[src/rtl/fifo_arb_pkg.sv]
// Shared types and sizing helpers for the FIFO write-port arbiter and its read-side peers.
package fifo_arb_pkg;

    typedef enum logic {
        IDLE  = 1'b0,
        GRANT = 1'b1
    } arb_state_t;

    localparam int unsigned DEF_BURST_MAX    = 4;
    localparam int unsigned DEF_IDLE_TIMEOUT = 8;

    // Source-ID width; a single requester still gets one ID bit.
    function automatic int unsigned id_width(input int unsigned n_req);
        return (n_req > 1) ? $clog2(n_req) : 1;
    endfunction

    // Counter width able to hold max_val without wrapping.
    function automatic int unsigned cnt_width(input int unsigned max_val);
        return $clog2(max_val) + 1;
    endfunction

endpackage

[src/rtl/fifo_wr_arbiter_if.sv]
// Requester and FIFO write-port bundle; master is the arbiter, slave is the producers/FIFO side.
interface fifo_wr_arbiter_if
    import fifo_arb_pkg::*;
#(
    parameter int unsigned N_REQ      = 4,
    parameter int unsigned DATA_WIDTH = 8
);
    localparam int unsigned ID_W = id_width(N_REQ);

    logic [N_REQ-1:0]            req_valid;
    logic [N_REQ*DATA_WIDTH-1:0] req_data;
    logic [N_REQ-1:0]            req_last;
    logic [N_REQ-1:0]            req_ready;
    logic                        fifo_full;
    logic                        fifo_wr_en;
    logic [ID_W+DATA_WIDTH-1:0]  fifo_wr_data;
    logic [ID_W-1:0]             grant_id;
    logic                        busy;

    modport master (
        input  req_valid, req_data, req_last, fifo_full,
        output req_ready, fifo_wr_en, fifo_wr_data, grant_id, busy
    );

    modport slave (
        output req_valid, req_data, req_last, fifo_full,
        input  req_ready, fifo_wr_en, fifo_wr_data, grant_id, busy
    );

endinterface

[src/rtl/rr_pick.sv]
// Combinational round-robin picker: first set request scanning upward from rr_ptr, wrapping.
module rr_pick #(
    parameter int unsigned N_REQ = 4,
    parameter int unsigned ID_W  = 2
) (
    input  logic [N_REQ-1:0] req,
    input  logic [ID_W-1:0]  rr_ptr,
    output logic [ID_W-1:0]  winner_c,
    output logic             any_req_c
);

    // N_REQ is a power of two, so ID_W-bit addition wraps modulo N_REQ.
    always_comb begin
        winner_c  = rr_ptr;
        any_req_c = 1'b0;
        for (int unsigned k = 0; k < N_REQ; k++) begin
            if (!any_req_c && req[rr_ptr + ID_W'(k)]) begin
                winner_c  = rr_ptr + ID_W'(k);
                any_req_c = 1'b1;
            end
        end
    end

endmodule

[src/rtl/fifo_wr_arbiter.sv]
// Round-robin burst arbiter sharing one async-FIFO write port among N_REQ producers;
// each written word carries the source ID in its upper bits.
module fifo_wr_arbiter
    import fifo_arb_pkg::*;
#(
    parameter int unsigned N_REQ        = 4,
    parameter int unsigned DATA_WIDTH   = 8,
    parameter int unsigned BURST_MAX    = DEF_BURST_MAX,
    parameter int unsigned IDLE_TIMEOUT = DEF_IDLE_TIMEOUT
) (
    input  logic               clk,
    input  logic               rst_n,
    fifo_wr_arbiter_if.master  bus
);

    localparam int unsigned ID_W   = id_width(N_REQ);
    localparam int unsigned BEAT_W = cnt_width(BURST_MAX);
    localparam int unsigned IDLE_W = cnt_width(IDLE_TIMEOUT);

    arb_state_t              state_q, state_d;
    logic [ID_W-1:0]         grant_q, grant_d;
    logic [ID_W-1:0]         rr_ptr_q, rr_ptr_d;
    logic [BEAT_W-1:0]       beat_q, beat_d;
    logic [IDLE_W-1:0]       idle_q, idle_d;

    logic [ID_W-1:0]         winner_c;
    logic                    any_req_c;
    logic [N_REQ-1:0]        ready_c;
    logic                    wr_en_c;
    logic [ID_W+DATA_WIDTH-1:0] wr_data_c;
    logic                    sel_valid_c;
    logic                    sel_last_c;
    logic [DATA_WIDTH-1:0]   sel_data_c;
    logic [DATA_WIDTH-1:0]   data_arr [N_REQ];

    for (genvar g = 0; g < N_REQ; g++) begin : g_unpack
        assign data_arr[g] = bus.req_data[g*DATA_WIDTH +: DATA_WIDTH];
    end

    assign sel_valid_c = bus.req_valid[grant_q];
    assign sel_last_c  = bus.req_last[grant_q];
    assign sel_data_c  = data_arr[grant_q];

    rr_pick #(
        .N_REQ (N_REQ),
        .ID_W  (ID_W)
    ) u_rr_pick (
        .req       (bus.req_valid),
        .rr_ptr    (rr_ptr_q),
        .winner_c  (winner_c),
        .any_req_c (any_req_c)
    );

    // Next-state and write-port decode; backpressure freezes both counters.
    always_comb begin
        state_d   = state_q;
        grant_d   = grant_q;
        rr_ptr_d  = rr_ptr_q;
        beat_d    = beat_q;
        idle_d    = idle_q;
        ready_c   = '0;
        wr_en_c   = 1'b0;
        wr_data_c = '0;

        case (state_q)
            IDLE: begin
                if (any_req_c) begin
                    grant_d = winner_c;
                    beat_d  = '0;
                    idle_d  = '0;
                    state_d = GRANT;
                end
            end
            GRANT: begin
                ready_c[grant_q] = ~bus.fifo_full;
                wr_en_c          = sel_valid_c & ~bus.fifo_full;
                wr_data_c        = {grant_q, sel_data_c};
                if (wr_en_c) begin
                    beat_d = beat_q + BEAT_W'(1);
                    idle_d = '0;
                    if (sel_last_c || (beat_q == BEAT_W'(BURST_MAX - 1))) begin
                        state_d  = IDLE;
                        rr_ptr_d = grant_q + ID_W'(1);
                    end
                end else if (!bus.fifo_full) begin
                    idle_d = idle_q + IDLE_W'(1);
                    if (idle_q == IDLE_W'(IDLE_TIMEOUT - 1)) begin
                        state_d  = IDLE;
                        rr_ptr_d = grant_q + ID_W'(1);
                    end
                end
            end
            default: state_d = IDLE;
        endcase

        // A reset cycle must never emit a write, even mid-burst.
        if (!rst_n) begin
            ready_c   = '0;
            wr_en_c   = 1'b0;
            wr_data_c = '0;
        end
    end

    always_ff @(posedge clk) begin
        if (!rst_n) begin
            state_q  <= IDLE;
            grant_q  <= '0;
            rr_ptr_q <= '0;
            beat_q   <= '0;
            idle_q   <= '0;
        end else begin
            state_q  <= state_d;
            grant_q  <= grant_d;
            rr_ptr_q <= rr_ptr_d;
            beat_q   <= beat_d;
            idle_q   <= idle_d;
        end
    end

    assign bus.req_ready    = ready_c;
    assign bus.fifo_wr_en   = wr_en_c;
    assign bus.fifo_wr_data = wr_data_c;
    assign bus.grant_id     = grant_q;
    assign bus.busy         = (state_q == GRANT);

endmodule

[src/flat_wrapper.sv]
// flat-port wrapper written by rule: the top's interface ports become plain ports
module fifo_wr_arbiter_flat import fifo_arb_pkg::*;
#(
    parameter int unsigned N_REQ        = 4,
    parameter int unsigned DATA_WIDTH   = 8,
    parameter int unsigned BURST_MAX    = DEF_BURST_MAX,
    parameter int unsigned IDLE_TIMEOUT = DEF_IDLE_TIMEOUT
)
  (clk, rst_n, bus_req_valid, bus_req_data, bus_req_last, bus_fifo_full, bus_req_ready, bus_fifo_wr_en, bus_fifo_wr_data, bus_grant_id, bus_busy);
  fifo_wr_arbiter_if #(.N_REQ(N_REQ), .DATA_WIDTH(DATA_WIDTH)) bus_i ();
  input  logic clk;
  input  logic rst_n;
  input wire logic [$bits(bus_i.req_valid)-1:0] bus_req_valid;
  input wire logic [$bits(bus_i.req_data)-1:0] bus_req_data;
  input wire logic [$bits(bus_i.req_last)-1:0] bus_req_last;
  input wire logic [$bits(bus_i.fifo_full)-1:0] bus_fifo_full;
  output wire logic [$bits(bus_i.req_ready)-1:0] bus_req_ready;
  output wire logic [$bits(bus_i.fifo_wr_en)-1:0] bus_fifo_wr_en;
  output wire logic [$bits(bus_i.fifo_wr_data)-1:0] bus_fifo_wr_data;
  output wire logic [$bits(bus_i.grant_id)-1:0] bus_grant_id;
  output wire logic [$bits(bus_i.busy)-1:0] bus_busy;
  assign bus_i.req_valid = bus_req_valid;
  assign bus_i.req_data = bus_req_data;
  assign bus_i.req_last = bus_req_last;
  assign bus_i.fifo_full = bus_fifo_full;
  assign bus_req_ready = bus_i.req_ready;
  assign bus_fifo_wr_en = bus_i.fifo_wr_en;
  assign bus_fifo_wr_data = bus_i.fifo_wr_data;
  assign bus_grant_id = bus_i.grant_id;
  assign bus_busy = bus_i.busy;
  fifo_wr_arbiter #(.N_REQ(N_REQ), .DATA_WIDTH(DATA_WIDTH), .BURST_MAX(BURST_MAX), .IDLE_TIMEOUT(IDLE_TIMEOUT)) u_core (.clk(clk), .rst_n(rst_n), .bus(bus_i));
endmodule
[config.mk]
export PLATFORM = sky130hd
export DESIGN_NAME = fifo_wr_arbiter_flat
export DESIGN_NICKNAME = d
export VERILOG_FILES = /design/src/rtl/fifo_arb_pkg.sv /design/src/rtl/fifo_wr_arbiter_if.sv /design/src/rtl/rr_pick.sv /design/src/rtl/fifo_wr_arbiter.sv /design/src/flat_wrapper.sv
export SDC_FILE = /design/constraint.sdc
export NUM_CORES = 1
export LEC_CHECK = 0
export BUFFER_PORTS_ARGS = -buffer_cell sky130_fd_sc_hd__buf_4
export CAP_MARGIN = 0
export CELL_PAD_IN_SITES_DETAIL_PLACEMENT = 0
export CELL_PAD_IN_SITES_GLOBAL_PLACEMENT = 1
export CORE_ASPECT_RATIO = 0.6
export CORE_MARGIN = 2
export CORE_UTILIZATION = 31
export CTS_CLUSTER_DIAMETER = 120
export DETAILED_ROUTE_END_ITERATION = 6
export PLACE_DENSITY_LB_ADDON = 0.1
export SKIP_CTS_REPAIR_TIMING = 1
export SYNTH_ARGS = -nofsm -noshare
export SYNTH_HDL_FRONTEND = slang
export SYNTH_HIERARCHICAL = 1
export SYNTH_SLANG_ARGS = --single-unit
[constraint.sdc]
create_clock -name clk -period 2.2 [get_ports clk]
set_input_delay 0.22 -clock clk [delete_from_list [all_inputs] [get_ports clk]]
set_output_delay 0.22 -clock clk [all_outputs]
set_load 0.02 [all_outputs]
* After elaboration in Yosys (flattened, before gate mapping)
Index checks and enable logic that the tools add are counted.
** Word-level totals
- Flip-flop bits (word level) :: 12
- Logic and storage cells :: 90
** Operators by class
- $add $sub $neg :: 6
- Magnitude comparators :: 7
- Equality and inequality tests :: 7
- Mux-type cells :: 47
- Bitwise gates (word level) :: 5
- Reductions and logical operators :: 13
** Operator list (number)
- $mux W10 :: 2
- $mux W4 :: 5
- $mux W1 :: 18
- $bmux W8 S2 :: 1
- $mux W8 :: 2
- $lt A2 B3 Y1 const B :: 5
- $mux W2 :: 7
- $bmux W1 S2 :: 6
- $pmux W4 S2 :: 1
- $mux W3 :: 2
- $pmux W3 S2 :: 1
- $reduce_and A2 Y1 :: 3
- $add A2 B1 Y2 const B :: 2
- $add A2 B2 Y2 const B :: 2
- $add A4 B1 Y4 const B :: 1
- $and A4 B4 Y4 :: 1
- $eq A4 B3 Y1 const B :: 1
- $logic_and A1 B1 Y1 :: 4
- $ne A2 B1 Y1 const B :: 2
- $ne A2 B2 Y1 const B :: 2
- $reduce_and A4 Y1 :: 1
- $add A3 B1 Y3 const B :: 1
- $eq A3 B2 Y1 const B :: 1
- $ge A3 B3 Y1 const B :: 1
- other kinds (10) :: 13

* Longest topological paths before layout
- Depth after elaboration :: 14
- Depth in mapped cells :: 6
- Mapped depth without buffers :: 6

* Hierarchy
The synthesis kept the hierarchy.
** By module, submodules not included
- fifo_wr_arbiter :: instances 1, cells each 104, area each 991.0 um^2, sequential area each 240.2 um^2
- rr_pick :: instances 1, cells each 16, area each 96.3 um^2, sequential area each 0.0 um^2

* Worst setup path before layout
No wires, ideal clock.
- Kind :: register -> output
- Start :: register u_core.grant_q[0], in the netlist u_core/bus.grant_id[0]
- End :: output bus_fifo_wr_data[1]
- Data arrival time :: 1.639 ns
- Required time :: 1.980 ns
- Path slack :: 0.341 ns
- Cell stages (with the launch flop) :: 4
- Path buffers :: 1
- Cell sequence :: dfxtp_1 > buf_2 > mux4_2 > and3_1
** On the way
- Word-level cells in the longest chain between the ends :: 6
** Ends and longest elaborated chain
- start, declared :: line fifo_wr_arbiter.sv:21 : logic [ID_W-1:0] grant_q, grant_d;
- start signal, assigned :: line fifo_wr_arbiter.sv:113 : grant_q <= grant_d;
- $not A2 Y3 (not written as such) :: line fifo_wr_arbiter.sv:42 : assign sel_data_c = data_arr[grant_q];
- $bmux W8 S2 :: line fifo_wr_arbiter.sv:42
- $mux W8 (not written as such) (2 in series) :: line fifo_wr_arbiter.sv:42
- $mux W10 :: line fifo_wr_arbiter.sv:65 : case (state_q)
- $mux W10 :: line fifo_wr_arbiter.sv:97 : if (!rst_n) begin
- end, declared :: line flat_wrapper.sv:19 : output wire logic [$bits(bus_i.fifo_wr_data)-1:0] bus_fifo_wr_data;
No other way between the ends. The select of a mux whose other input is x is not followed.

* Worst setup path in the final report
- Start :: register u_core.grant_q[0], in the netlist u_core/bus.grant_id[0]
- End :: output bus_fifo_wr_data[0]
The elaborated chain is that of the path after synthesis.

==> results.yml <==
sta:
  maxSlewHeadroom: 0.663
  fmax_ghz: 0.519
  worstMarginPinSlew_ns: 0.505
  period_share: 0.876
  final-hold-violation-count: 0
  finalWorstSetupSlack_ns: 0.274
  min_period_ns: 1.93
  setup_viol: 0
  rsz0062_at_grt: "false"
  finClkSkew_ns: 0.000718
  holdWs_ns: 0.353
  maxSlewViolCount: 0
  tns_ns: 0
yosys:
  synth_top_area_frac: 0.221
  synth_edf_count: 0
  yosys-top-cells-area: "dfxtp_1 22%, mux4_2 17%, and3_1 9.8%, ha_1 8.1%, mux4_1 4.8%"
  synth_nets: 170
  yosysMostFrequentCell: "and3_1"
  synth_cell_type_count: 33
  postSynthCellCount: 120
  yosysWarnings: 6
  synth-xor-area-share: 0
  synth_fa_ha_area_frac: 0.0806
  synth_common_cells: "17 x and3_1, 12 x dfxtp_1, 12 x nand2_1"
  synth_seq_cells: 12
  synth-compound-area-share: 0.132
  yosys.area.top_type: "dfxtp_1"
  syn_avg_cell_area_sq_um: 9.06
  synthArstFlopShare: 0
  yosys.area_share.simple: 0.291
  synth_top_family_by_area: "simple AND/OR/NAND/NOR gates"
  ys.flop_type: "dfxtp_1"
  synth_area_sq_um: 1090
  yosysSeqAreaShare: 0.221
  muxShareOfSynthArea: 0.232
floorplan:
  die_h_um: 49.9
  dieArea_sq_um: 4010
  initial_core_util: 0.329
  core_area_sq_um: 3300
  ioPinCount: 61
  die_w_um: 80.5
  rows: 16
route:
  ant_nets: 0
  routed_via_density: 5.00
  postRouteWirelength_um: 3290
  drc_errors: 0
  drtPass1Iterations: 4
  routedWlPerCell_um: 14.6
  num_vias: 1124
  drt-initial-drc-count: 36
pwr:
  finalPower_uw: 663
  p_leak_uw: 0.000786
  vdd_ir_drop_max_uv: 187
  power.density_nw_per_um2: 405
global_routing:
  grt_pass1_vias: 1071
  grt_max_degree: 30
  grt_usage: 0.176
  antenna_found_initial: 0
  overflow: 0
  grt_pass1_wl_um: 5420
placement:
  portBuffers: 60
  pre_cts_slack_ns: 0.489
  gp_congestion: 0.797
  dpl.hpwl_um: 2630
critical_path:
  crit_top_cell: "buf_4"
  reg2reg_slack_ns: 0.50
  rr_worst_depth: 5
  cpPeakStageDelay_ns: 0.55
  reg2reg_to: "u_core/rr_ptr_q[1]"
  cp_slowest_cell: "mux4_1"
  crit_type: "reg2out"
  required_ns: 1.98
  setup.worst_path.end_class: "primary output"
  reg2reg_from: "u_core/bus.grant_id[0]"
  path_buf_inv: 2
  crit_family: "multiplexers"
  cp_max_fo: 10
  critPathLaunchType: "register"
  crit_arrival_ns: 1.71
  cp_cell_sequence: "buf_4 -> mux4_1 -> and3_1 -> buf_4"
final_layout:
  drive_gt1_frac: 0.439
  diodes: 0
  fin_util: 0.496
  areaGrowthSynthToFinish_pct: 50.6
  final_nets: 232
  num-fill-cells: 320
clock_network:
  cts_tree: "done"
  numCtsBuffers: 3
  cts.sinks: 12
  clock_path_buffers: 2
  insertion_delay_ns: 0.24
  cts-root-buf: "clkbuf_8"
  htreeDepth: 1
  clk_pin_slew_ns: 0.05
worst_hold_path:
  hold_path_depth: 2
  min-delay-start: "rst_n"
  holdPathEnd: "u_core/beat_q[2]"
  min_path_type: "in2reg"
run:
  cap_violations: 0
outcome:
  status: "completed"
[cells by family after synthesis]
kind of cell	Yosys count
compound gates	20
fa+ha+maj	7
buf+inv	12
flops	12
mux	12
simple gates	57
[cells in the final DEF (no fill, tap or decap)]
cell type,netlist,final
a22oi_1,1,1
and2_0,1,1
a31oi_1,2,2
and3_1,17,17
a21oi_1,3,3
ha_1,7,7
nor2b_1,5,5
nand2_1,12,12
nor3b_1,1,1
nand3_1,2,2
nand3b_1,1,1
and2_1,2,2
mux4_2,8,8
nand4b_1,1,1
o21ai_0,6,6
inv_1,5,5
buf_4,0,64
clkbuf_8,0,3
dfxtp_1,12,12
a21o_1,1,1
nand2b_1,5,5
o311a_1,1,1
o221a_2,1,1
a221oi_2,1,1
mux2i_1,2,2
a21boi_0,2,2
or3_1,1,1
o21a_1,1,1
nand2b_4,1,1
nor2_1,8,8
a211oi_2,1,1
mux4_1,2,2
[area by class of cell]
cell class	count	area [sq um]	share of cell area
sequential	12	240	0.147
tap	45	56.3	0.0344
timing repair buffer	64	480	0.293
multi-input combinational	96	801	0.489
clock buffer	3	41.3	0.0252
inverter	5	18.8	0.0115
[through the flow]
step	instance area, sq um	std cells
4_1_cts	1640	225
2_1_floorplan	1090	120
3_3_place_gp	1600	222
3_5_place_dp	1600	222
6_report	1640	225
5_1_grt	1640	225
[how the worst max path moves through the flow]
stage	startpoint	end	slack [ns]	depth (start not counted)
global route	u_core/bus.grant_id[0]	bus_fifo_wr_data[0]	0.17	4
floorplan	u_core/bus.grant_id[0]	bus_fifo_wr_data[1]	0.34	3
finish	u_core/bus.grant_id[0]	bus_fifo_wr_data[0]	0.27	4
CTS	u_core/bus.grant_id[0]	bus_fifo_wr_data[0]	0.24	4
detailed placement	u_core/bus.grant_id[0]	u_core/rr_ptr_q[0]	0.49	5
global placement	u_core/bus.grant_id[0]	bus_fifo_wr_data[0]	0.53	4
[metal layers]
layer  GRT usage  routed length [um]
met1       0.272                1700
met2       0.247                1340
met3      0.0513                 244
met4      0.0226                  10
met5           0                   0
[report_power, final]
group          switching [uW]  internal, uW
Sequential               13.5           225
Combinational            97.7           128
Clock                    78.0           120
Total                     189           474
[registers in the layout, summed over array words and instances (netlist names)]
register             cells
u_core/rr_ptr_q          2
u_core/bus.grant_id      2
u_core/bus.busy          1
u_core/beat_q            3
u_core/idle_q            4
[worst reg2reg max path, cell delays in order, from the launching register on]
cell and delay [ns]:
dfxtp_1 0.37, buf_4 0.22, mux4_1 0.57, nor2_1 0.16
a211oi_2 0.13, mux2i_1 0.14
No activity file was read; power rests on OpenSTA's default activity.
